`config.mk`:
```
export PLATFORM = sky130hd
export DESIGN_NAME = magnetron_control_flat
export DESIGN_NICKNAME = d
export VERILOG_FILES = /design/src/rtl/microwave_pkg.sv /design/src/rtl/magnetron_control_if.sv /design/src/rtl/bcd_mmss_down_counter.sv /design/src/rtl/magnetron_control.sv /design/src/flat_wrapper.sv
export SDC_FILE = /design/constraint.sdc
export NUM_CORES = 1
export LEC_CHECK = 0
export ABC_AREA = 1
export CORE_ASPECT_RATIO = 1.75
export CORE_MARGIN = 2
export CORE_UTILIZATION = 61
export DETAILED_ROUTE_END_ITERATION = 10
export HOLD_SLACK_MARGIN = 0.08
export PLACE_DENSITY = 0.86
export SLEW_MARGIN = 10
export SYNTH_ARGS = -nofsm -noshare
export SYNTH_HDL_FRONTEND = slang
export SYNTH_SLANG_ARGS = --single-unit
```
`constraint.sdc`:
```
create_clock -name clk -period 3 [get_ports clk]
set_clock_uncertainty 0.1 [all_clocks]
set_input_delay 0.9 -clock clk [delete_from_list [all_inputs] [get_ports clk]]
set_output_delay 0.9 -clock clk [all_outputs]
set_load 0.005 [all_outputs]
```
`src/rtl/microwave_pkg.sv`:
```
// Shared types and constants for the microwave magnetron controller.
package microwave_pkg;

  typedef enum logic [1:0] {
    IDLE  = 2'd0,
    COOK  = 2'd1,
    PAUSE = 2'd2,
    DONE  = 2'd3
  } state_e;

  localparam logic [3:0] BCD_SEC_TENS_MAX = 4'd5;
  localparam logic [3:0] BCD_DIGIT_MAX    = 4'd9;

  function automatic logic [3:0] clamp_digit(input logic [3:0] d, input logic [3:0] mx);
    return (d > mx) ? mx : d;
  endfunction

  function automatic logic [7:0] clamp_min(input logic [7:0] v);
    return {clamp_digit(v[7:4], BCD_DIGIT_MAX), clamp_digit(v[3:0], BCD_DIGIT_MAX)};
  endfunction

  function automatic logic [7:0] clamp_sec(input logic [7:0] v);
    return {clamp_digit(v[7:4], BCD_SEC_TENS_MAX), clamp_digit(v[3:0], BCD_DIGIT_MAX)};
  endfunction

endpackage

```
`src/rtl/magnetron_control_if.sv`:
```
// Front-panel inputs, latch pulses and display/status outputs of the controller.
interface magnetron_control_if;
  logic       start;
  logic       stop_clear;
  logic       door_closed;
  logic       load;
  logic [7:0] min_in;
  logic [7:0] sec_in;
  logic       S;
  logic       R;
  logic [7:0] min_out;
  logic [7:0] sec_out;
  logic       cooking;
  logic       done;

  modport master (
    output start, stop_clear, door_closed, load, min_in, sec_in,
    input  S, R, min_out, sec_out, cooking, done
  );

  modport slave (
    input  start, stop_clear, door_closed, load, min_in, sec_in,
    output S, R, min_out, sec_out, cooking, done
  );
endinterface

```
`src/rtl/bcd_mmss_down_counter.sv`:
```
// BCD mm:ss register with load and one-second decrement; holds at 00:00.
module bcd_mmss_down_counter
  import microwave_pkg::*;
(
  input  logic       clk,
  input  logic       rst_n,
  input  logic       load_i,
  input  logic       dec_i,
  input  logic [7:0] min_ld_i,
  input  logic [7:0] sec_ld_i,
  output logic [7:0] min_o,
  output logic [7:0] sec_o,
  output logic       zero_o
);

  logic [7:0] min_q, sec_q, min_d, sec_d;

  assign zero_o = (min_q == 8'h00) && (sec_q == 8'h00);
  assign min_o  = min_q;
  assign sec_o  = sec_q;

  always_comb begin
    min_d = min_q;
    sec_d = sec_q;
    if (load_i) begin
      min_d = min_ld_i;
      sec_d = sec_ld_i;
    end else if (dec_i && !zero_o) begin
      if (sec_q[3:0] != 4'd0) begin
        sec_d[3:0] = sec_q[3:0] - 4'd1;
      end else if (sec_q[7:4] != 4'd0) begin
        sec_d = {sec_q[7:4] - 4'd1, BCD_DIGIT_MAX};
      end else begin
        // seconds wrap to 59 and borrow one minute
        sec_d = {BCD_SEC_TENS_MAX, BCD_DIGIT_MAX};
        if (min_q[3:0] != 4'd0) min_d[3:0] = min_q[3:0] - 4'd1;
        else                    min_d = {min_q[7:4] - 4'd1, BCD_DIGIT_MAX};
      end
    end
  end

  always_ff @(posedge clk or negedge rst_n) begin
    if (!rst_n) begin
      min_q <= 8'h00;
      sec_q <= 8'h00;
    end else begin
      min_q <= min_d;
      sec_q <= sec_d;
    end
  end

endmodule

```
`src/rtl/magnetron_control.sv`:
```
// Cook-timer FSM: BCD countdown at 1 Hz, door/start/stop handling, S/R latch pulses.
module magnetron_control
  import microwave_pkg::*;
#(
  parameter int TICK_DIV  = 50_000_000,
  parameter int DONE_HOLD = 3
) (
  input logic                clk,
  input logic                rst_n,
  magnetron_control_if.slave bus
);

  localparam int PW = (TICK_DIV > 1) ? $clog2(TICK_DIV) : 1;
  localparam int HW = (DONE_HOLD > 1) ? $clog2(DONE_HOLD) : 1;
  localparam logic [PW-1:0] PRESC_MAX = PW'(TICK_DIV - 1);
  localparam logic [HW-1:0] HOLD_LAST = HW'(DONE_HOLD - 1);

  state_e        state_q;
  logic [PW-1:0] presc_q;
  logic [HW-1:0] hold_q;
  logic          s_q, r_q, cooking_q, done_q;

  logic       tick, start_go, idle_go, last_sec, zero;
  logic       cnt_clr, cnt_ld;
  logic [7:0] min_cur, sec_cur;

  assign tick     = (presc_q == PRESC_MAX);
  assign start_go = bus.start && bus.door_closed;
  assign idle_go  = start_go && !zero;
  assign last_sec = (min_cur == 8'h00) && (sec_cur == 8'h01);

  // Counter writes: clear wins over load; both lose to a start that leaves the state.
  always_comb begin
    cnt_clr = 1'b0;
    cnt_ld  = 1'b0;
    case (state_q)
      IDLE: begin
        cnt_clr = !idle_go && bus.stop_clear;
        cnt_ld  = !idle_go && !bus.stop_clear && bus.load;
      end
      PAUSE: begin
        cnt_clr = bus.stop_clear;
        cnt_ld  = !bus.stop_clear && !start_go && bus.load;
      end
      default: ;
    endcase
  end

  bcd_mmss_down_counter u_cnt (
    .clk      (clk),
    .rst_n    (rst_n),
    .load_i   (cnt_clr || cnt_ld),
    .dec_i    ((state_q == COOK) && tick),
    .min_ld_i (cnt_clr ? 8'h00 : clamp_min(bus.min_in)),
    .sec_ld_i (cnt_clr ? 8'h00 : clamp_sec(bus.sec_in)),
    .min_o    (min_cur),
    .sec_o    (sec_cur),
    .zero_o   (zero)
  );

  always_ff @(posedge clk or negedge rst_n) begin
    if (!rst_n) begin
      state_q   <= IDLE;
      presc_q   <= '0;
      hold_q    <= '0;
      s_q       <= 1'b0;
      r_q       <= 1'b0;
      cooking_q <= 1'b0;
      done_q    <= 1'b0;
    end else begin
      s_q <= 1'b0;
      r_q <= 1'b0;
      case (state_q)
        IDLE: begin
          if (idle_go) begin
            state_q   <= COOK;
            s_q       <= 1'b1;
            cooking_q <= 1'b1;
            presc_q   <= '0;
          end
        end
        COOK: begin
          presc_q <= tick ? '0 : presc_q + PW'(1);
          // the final tick takes precedence over a door opening in the same cycle
          if (tick && last_sec) begin
            state_q   <= DONE;
            r_q       <= 1'b1;
            cooking_q <= 1'b0;
            done_q    <= 1'b1;
            presc_q   <= '0;
            hold_q    <= '0;
          end else if (!bus.door_closed || bus.stop_clear) begin
            state_q   <= PAUSE;
            r_q       <= 1'b1;
            cooking_q <= 1'b0;
          end
        end
        PAUSE: begin
          if (bus.stop_clear) begin
            state_q <= IDLE;
          end else if (start_go) begin
            state_q   <= COOK;
            s_q       <= 1'b1;
            cooking_q <= 1'b1;
            presc_q   <= '0;
          end
        end
        DONE: begin
          if (bus.start || bus.stop_clear || !bus.door_closed) begin
            state_q <= IDLE;
            done_q  <= 1'b0;
          end else if (tick) begin
            presc_q <= '0;
            if (hold_q == HOLD_LAST) begin
              state_q <= IDLE;
              done_q  <= 1'b0;
            end else begin
              hold_q <= hold_q + HW'(1);
            end
          end else begin
            presc_q <= presc_q + PW'(1);
          end
        end
        default: state_q <= IDLE;
      endcase
    end
  end

  assign bus.S       = s_q;
  assign bus.R       = r_q;
  assign bus.min_out = min_cur;
  assign bus.sec_out = sec_cur;
  assign bus.cooking = cooking_q;
  assign bus.done    = done_q;

endmodule
```
`src/flat_wrapper.sv`:
```
// flat-port wrapper written by rule: the top's interface ports become plain ports
module magnetron_control_flat import microwave_pkg::*;
#(
  parameter int TICK_DIV  = 50_000_000,
  parameter int DONE_HOLD = 3
)
  (clk, rst_n, bus_start, bus_stop_clear, bus_door_closed, bus_load, bus_min_in, bus_sec_in, bus_S, bus_R, bus_min_out, bus_sec_out, bus_cooking, bus_done);
  magnetron_control_if bus_i ();
  input logic clk;
  input logic rst_n;
  input wire logic [$bits(bus_i.start)-1:0] bus_start;
  input wire logic [$bits(bus_i.stop_clear)-1:0] bus_stop_clear;
  input wire logic [$bits(bus_i.door_closed)-1:0] bus_door_closed;
  input wire logic [$bits(bus_i.load)-1:0] bus_load;
  input wire logic [$bits(bus_i.min_in)-1:0] bus_min_in;
  input wire logic [$bits(bus_i.sec_in)-1:0] bus_sec_in;
  output wire logic [$bits(bus_i.S)-1:0] bus_S;
  output wire logic [$bits(bus_i.R)-1:0] bus_R;
  output wire logic [$bits(bus_i.min_out)-1:0] bus_min_out;
  output wire logic [$bits(bus_i.sec_out)-1:0] bus_sec_out;
  output wire logic [$bits(bus_i.cooking)-1:0] bus_cooking;
  output wire logic [$bits(bus_i.done)-1:0] bus_done;
  assign bus_i.start = bus_start;
  assign bus_i.stop_clear = bus_stop_clear;
  assign bus_i.door_closed = bus_door_closed;
  assign bus_i.load = bus_load;
  assign bus_i.min_in = bus_min_in;
  assign bus_i.sec_in = bus_sec_in;
  assign bus_S = bus_i.S;
  assign bus_R = bus_i.R;
  assign bus_min_out = bus_i.min_out;
  assign bus_sec_out = bus_i.sec_out;
  assign bus_cooking = bus_i.cooking;
  assign bus_done = bus_i.done;
  magnetron_control #(.TICK_DIV(TICK_DIV), .DONE_HOLD(DONE_HOLD)) u_core (.clk(clk), .rst_n(rst_n), .bus(bus_i));
endmodule
```
# Word-level counts from Yosys, hierarchy flattened
# Index checks and enable logic that the tools add are counted.
# Widths: inputs -> output; s select.
# classes
order_cmp	4
n_reduce_logical	38
eq_ne	20
add_sub_neg	6
muxes	58
# ops
operator	count
$mux 26	6
$pmux 26 s4	1
$mux 8	9
$mux 4	8
$add 26x1->26 const B	1
$eq 26x26->1 const B	1
$mux 2	12
$logic_not 8->1	2
$sub 4x1->4 const B	4
$mux 1	15
$reduce_and 5->1	3
$ne 2x2->1 const B	7
$gt 4x4->1 const B	3
$logic_and 1x1->1	12
$reduce_and 4->1	3
$reduce_bool 4->1	3
$eq 8x1->1 const B	1
$pmux 1 s2	4
$pmux 2 s4	1
$eq 2x2->1 const B	3
$ne 2x1->1 const B	3
$ne 3x1->1 const B	2
$logic_not 1->1	5
$gt 4x3->1 const B	1
12 further kinds	16
# word_totals
elab_cells	137
regBits	50
output_inout_bits	20

# Logic depth before layout (Yosys ltp)
# logic_depth
ltp_word	11
depth_mapped	13

# Cells and area by module
# From an unflattened synthesis, not the netlist that was laid out.
# hier_totals
cells_unflattened	542
area_unflattened_um2	3535.9
# modules_own_cells
mod	area_per_inst_um2	cells_each	instances
magnetron_control	2491.1	389	1
bcd_mmss_down_counter	1044.8	153	1

# Least setup slack after synthesis
# Ideal clock, no wire load.
# synth_path
kind	in2reg
from	input bus_stop_clear
to	register u_core.presc_q[3]
t_arrival_ns	1.844
path_buffers	1
t_required_ns	2.777
cell_stages	11
path_slack_ns	0.934
cell_sequence	inv_1 -> nand2_1 -> nor2_1 -> inv_1 -> nand2_1 -> nand2_1 -> inv_2 -> nand2_2 -> buf_4 -> nor3b_1 -> nor2_1
# synth_via
elab_chain_len	4
# synth_rtl
item	line	text
from (decl)	flat_wrapper.sv:12	input wire logic [$bits(bus_i.stop_clear)-1:0] bus_stop_clear;
$logic_or 1x1->1 (2 in series)	magnetron_control.sv:109	if (bus.start || bus.stop_clear || !bus.door_closed) begin
$ne 2x2->1 (no source line)	-	
$reduce_and 4->1 (no source line) *	-	
to (signal assigned)	magnetron_control.sv:83	presc_q <= tick ? '0 : presc_q + PW'(1);
to (signal assigned)	magnetron_control.sv:121	presc_q <= presc_q + PW'(1);
to (decl)	magnetron_control.sv:19	logic [PW-1:0] presc_q;
# Every way passes the cells marked *; elsewhere a longest branch is shown, timed or not.
# A chain may end at the register's enable or synchronous reset.

# Final worst setup path
# layout_path
from	input bus_stop_clear
to	register u_core.u_cnt.min_q[4], in the netlist u_core.u_cnt.min_o[4]
# layout_via
elab_chain_len	7
# layout_rtl
item	line	text
$logic_not 1->1	magnetron_control.sv:39, magnetron_control.sv:43	
$logic_and 1x1->1 (on tied branches) (2 in series)	magnetron_control.sv:43, magnetron_control.sv:39	
$pmux 1 s2	magnetron_control.sv:36	case (state_q)
$logic_or 1x1->1	magnetron_control.sv:52	.load_i (cnt_clr || cnt_ld),
$ne 2x2->1 (no source line) / $reduce_bool 2->1 (equally long branches)	-	
$reduce_and 4->1 (no source line)	-	
to (signal assigned)	bcd_mmss_down_counter.sv:47	min_q <= min_d;
to (decl)	bcd_mmss_down_counter.sv:16	logic [7:0] min_q, sec_q, min_d, sec_d;
# Several ways; a longest one is shown, not always the timed one.

==> impl_results.md <==
* RSZ-0062 raised after global routing: false
* Status: finished, final reports clean
* First-pass GRT wire length at 17500 um
* Number of global-route vias before repair at 4014
* Slew headroom at 0.574
* Worst r2r src: u_core.presc_q[0]$_DFFE_PN0P_
* Die height at 107 um
* Commonest cells after routing, fill and taps aside: 209 x nand2_1, 79 x nor2_1, 59 x nand3_1
* 1st-pass router iterations at 5
* Total power at 3100 uW
* Met3 usage at 0.0378
* Die area at 6720 um2
* Mapped Nets at 607
* Commonest non-fill, non-tap cell in the layout: nand2_1
* Largest net degree at the start of global routing at 51
* First-iteration detailed-routing DRC count at 320
* Initial antenna violation count at 0
* Overflow after GRT at 0
* Postcts setup bufs at 0
* Core area at 5880 um2
* # hold bufs at CTS at 0
* Peak VDD IR at 0.536 mV
* Synthesized area at 3690 um2
* Worst hold path class: reg -> reg
* Critical path capture point type: flip-flop
* Reg clk slew, reported paths at 0.09 ns
* Area Overhead vs Synth at 15.9%
* Setup CP Type: in -> reg
* Wirelength per Cell at 14.9 um
* Final routed DRC violation total at 0
* Final setup fails at 0
* Die width at 62.8 um
* Number of slew-limit violations in the final report at 0
* CTS Buffer Depth at 2
* Pwr Density at 725 nW/um2
* M2 GR Usage at 0.627
* Worst reg2reg path depth at 10
* Critical path peak fanout at 15
* Number of buffers created by CTS at 5
* GRT Total Usage at 0.333
* Mapped Cells at 581
* Syn Area/Cell at 6.36 um2
* Register area share after synthesis at 0.339
* Worst-Skew Late Latency at 0.32 ns
* Clock sink count at 50
* CTS tree: built
* Final HPWL DP at 8060 um
* Overall routed net length at 10500 um
* Root Driver: clkbuf_8
* Clk pwr share at 0.159
* GR Layer Usage met1 at 0.320
* Final worst-path cycle share at 0.827
* Filler cells at 542
* Gpl congestion at 0.960
* Port Buf Inserts at 41
* Number of antenna-violating nets in the routed design at 0
* I/O Pins at 42
* Final Hold Vio Count at 0
* Max cap viols at 0
* Global route hottest layer: met2
* Num rows at 37
* Crit path launch type: input pin
* WP data required at 3.11 ns
* Worst reg2reg path endpoint: u_core.hold_q[0]$_DFFE_PN0P_
* Flop2flop setup slack at 0.61 ns
* Internal power at 1730 uW
* Diodes inserted at 0
* Warnings, synthesis at 0
* Initial core utilization at 0.628
* Nets at 648
* Final Hold Slack at 0.402 ns
* Routed via count at 3956
* Setup crit end: u_core.u_cnt.min_o[4]$_DFFE_PN0P_
* Crit path launch: bus_stop_clear
* Slew of the pin with the lowest slew margin at 0.639 ns
* Sequential share of power at 0.331
* Setup_tns at 0 ns
* FMAX at 403 MHz
* Number of synthesized register bits at 50
* Share of cells above drive strength 1 at 0.0740
* LEAKAGE at 0.00201 uW
* CP Data Arrival Time at 2.59 ns
* Vias per inst at 5.65
* Combinational share of power at 0.509
* Yosys cell types at 30
* Min Tclk post-route at 2.48 ns
* Resized cells post-CTS at 0
* Switching pwr at 1370 uW
* Switch share at 0.442
* CTS H-tree lvls at 2
routing by layer:
layer  vias to the layer above  wire length (um)  share of wire
met5                         -                 0              0
met4                         0               749          0.072
met3                        58               390          0.037
met2                       167              5730           0.55
met1                      1802              3580           0.34
li1                       1929                 -              -
cells by family (layout without fill, tap and decap cells):
family / after synthesis / in the layout / synth area share
AO/OA/AOI/OAI: 65 / 65 / 0.100
XOR/XNOR: 13 / 13 / 0.0308
buffers and inverters: 72 / 113 / 0.0860
AND/OR/NAND/NOR: 377 / 377 / 0.431
flip-flops: 50 / 50 / 0.339
adder cells (fa/ha/maj): 4 / 4 / 0.0135
cell usage after synthesis:
| master | number | area [um2] |
|---|---|---|
| a211o_1 | 1 | 8.76 |
| a21boi_0 | 2 | 15.0 |
| a21oi_1 | 14 | 70.1 |
| a21oi_2 | 1 | 8.76 |
| buf_2 | 5 | 25.0 |
| buf_4 | 3 | 22.5 |
| buf_6 | 4 | 45.0 |
| clkbuf_1 | 4 | 15.0 |
| dfrtp_1 | 50 | 1250 |
| ha_1 | 4 | 50.1 |
| inv_1 | 49 | 184 |
| inv_2 | 7 | 26.3 |
| nand2_1 | 209 | 785 |
| nand2_2 | 5 | 31.3 |
| nand3_1 | 59 | 295 |
| nand3_2 | 3 | 30.0 |
| nand3b_1 | 2 | 15.0 |
| nand4_1 | 6 | 37.5 |
| nor2_1 | 79 | 297 |
| nor2_2 | 7 | 43.8 |
| nor2_4 | 3 | 33.8 |
| nor3_1 | 2 | 10.0 |
| nor3b_1 | 1 | 7.51 |
| o211ai_1 | 8 | 60.1 |
| o21ai_0 | 23 | 115 |
| o21ai_1 | 12 | 60.1 |
| o21ai_2 | 2 | 17.5 |
| o21bai_1 | 2 | 15.0 |
| or2_2 | 1 | 6.26 |
| xor2_1 | 13 | 114 |
worst max-delay path: stages:
cell and delay [ns]:
clkdlybuf4s50_1 0.43, inv_1 0.16, nand3_1 0.11, nor2_1 0.14, nand2_2 0.22, buf_4 0.24, nand3_2 0.10, nand2_1 0.14
nand2_1 0.09, nand2_1 0.05
registers in the layout, indices dropped and copies added (netlist names):
register	cells
u_core.bus.R	1
u_core.bus.S	1
u_core.bus.cooking	1
u_core.bus.done	1
u_core.hold_q	2
u_core.presc_q	26
u_core.state_q	2
u_core.u_cnt.min_o	8
u_core.u_cnt.sec_o	8
power groups by stage:
stage	clock network [uW]	logic (uW)	registers (uW)
finish	495	1580	1030
global route	521	1770	1050
CTS	503	1580	1020
detailed placement	0	1560	1030
global placement	0	1500	1030
floorplan	0	1030	988
worst min-delay path by stage:
stage                                             from                      endpoint  cells after the start
final                     u_core.hold_q[1]$_DFFE_PN0P_  u_core.hold_q[1]$_DFFE_PN0P_                      2
after global routing      u_core.hold_q[0]$_DFFE_PN0P_  u_core.hold_q[0]$_DFFE_PN0P_                      2
after CTS                 u_core.hold_q[0]$_DFFE_PN0P_  u_core.hold_q[0]$_DFFE_PN0P_                      2
after detailed placement  u_core.hold_q[0]$_DFFE_PN0P_  u_core.hold_q[0]$_DFFE_PN0P_                      2
after global placement    u_core.hold_q[0]$_DFFE_PN0P_  u_core.hold_q[0]$_DFFE_PN0P_                      2
after floorplan           u_core.hold_q[0]$_DFFE_PN0P_  u_core.hold_q[0]$_DFFE_PN0P_                      2
cell type report:
type                            count  area [um2]  area share
Multi-Input combinational cell    459        2130       0.496
Sequential cell                    50        1250       0.292
Timing Repair Buffer               50         485       0.113
Inverter                           56         210      0.0491
Tap cell                           78        97.6      0.0228
Clock buffer                        6        82.6      0.0193
Clock inverter                      1        30.0     0.00701
per-stage QoR:
step	setup WS (ns)	area [um2]	utilization	cells
6_report	0.520	4280	0.728	700
2_1_floorplan	0.934	3690	-	581
3_5_place_dp	0.207	4170	0.709	693
3_3_place_gp	0.283	4170	0.709	693
5_1_grt	0.319	4280	0.728	700
4_1_cts	0.531	4280	0.728	700
No activity file was read; power rests on OpenSTA's default activity.
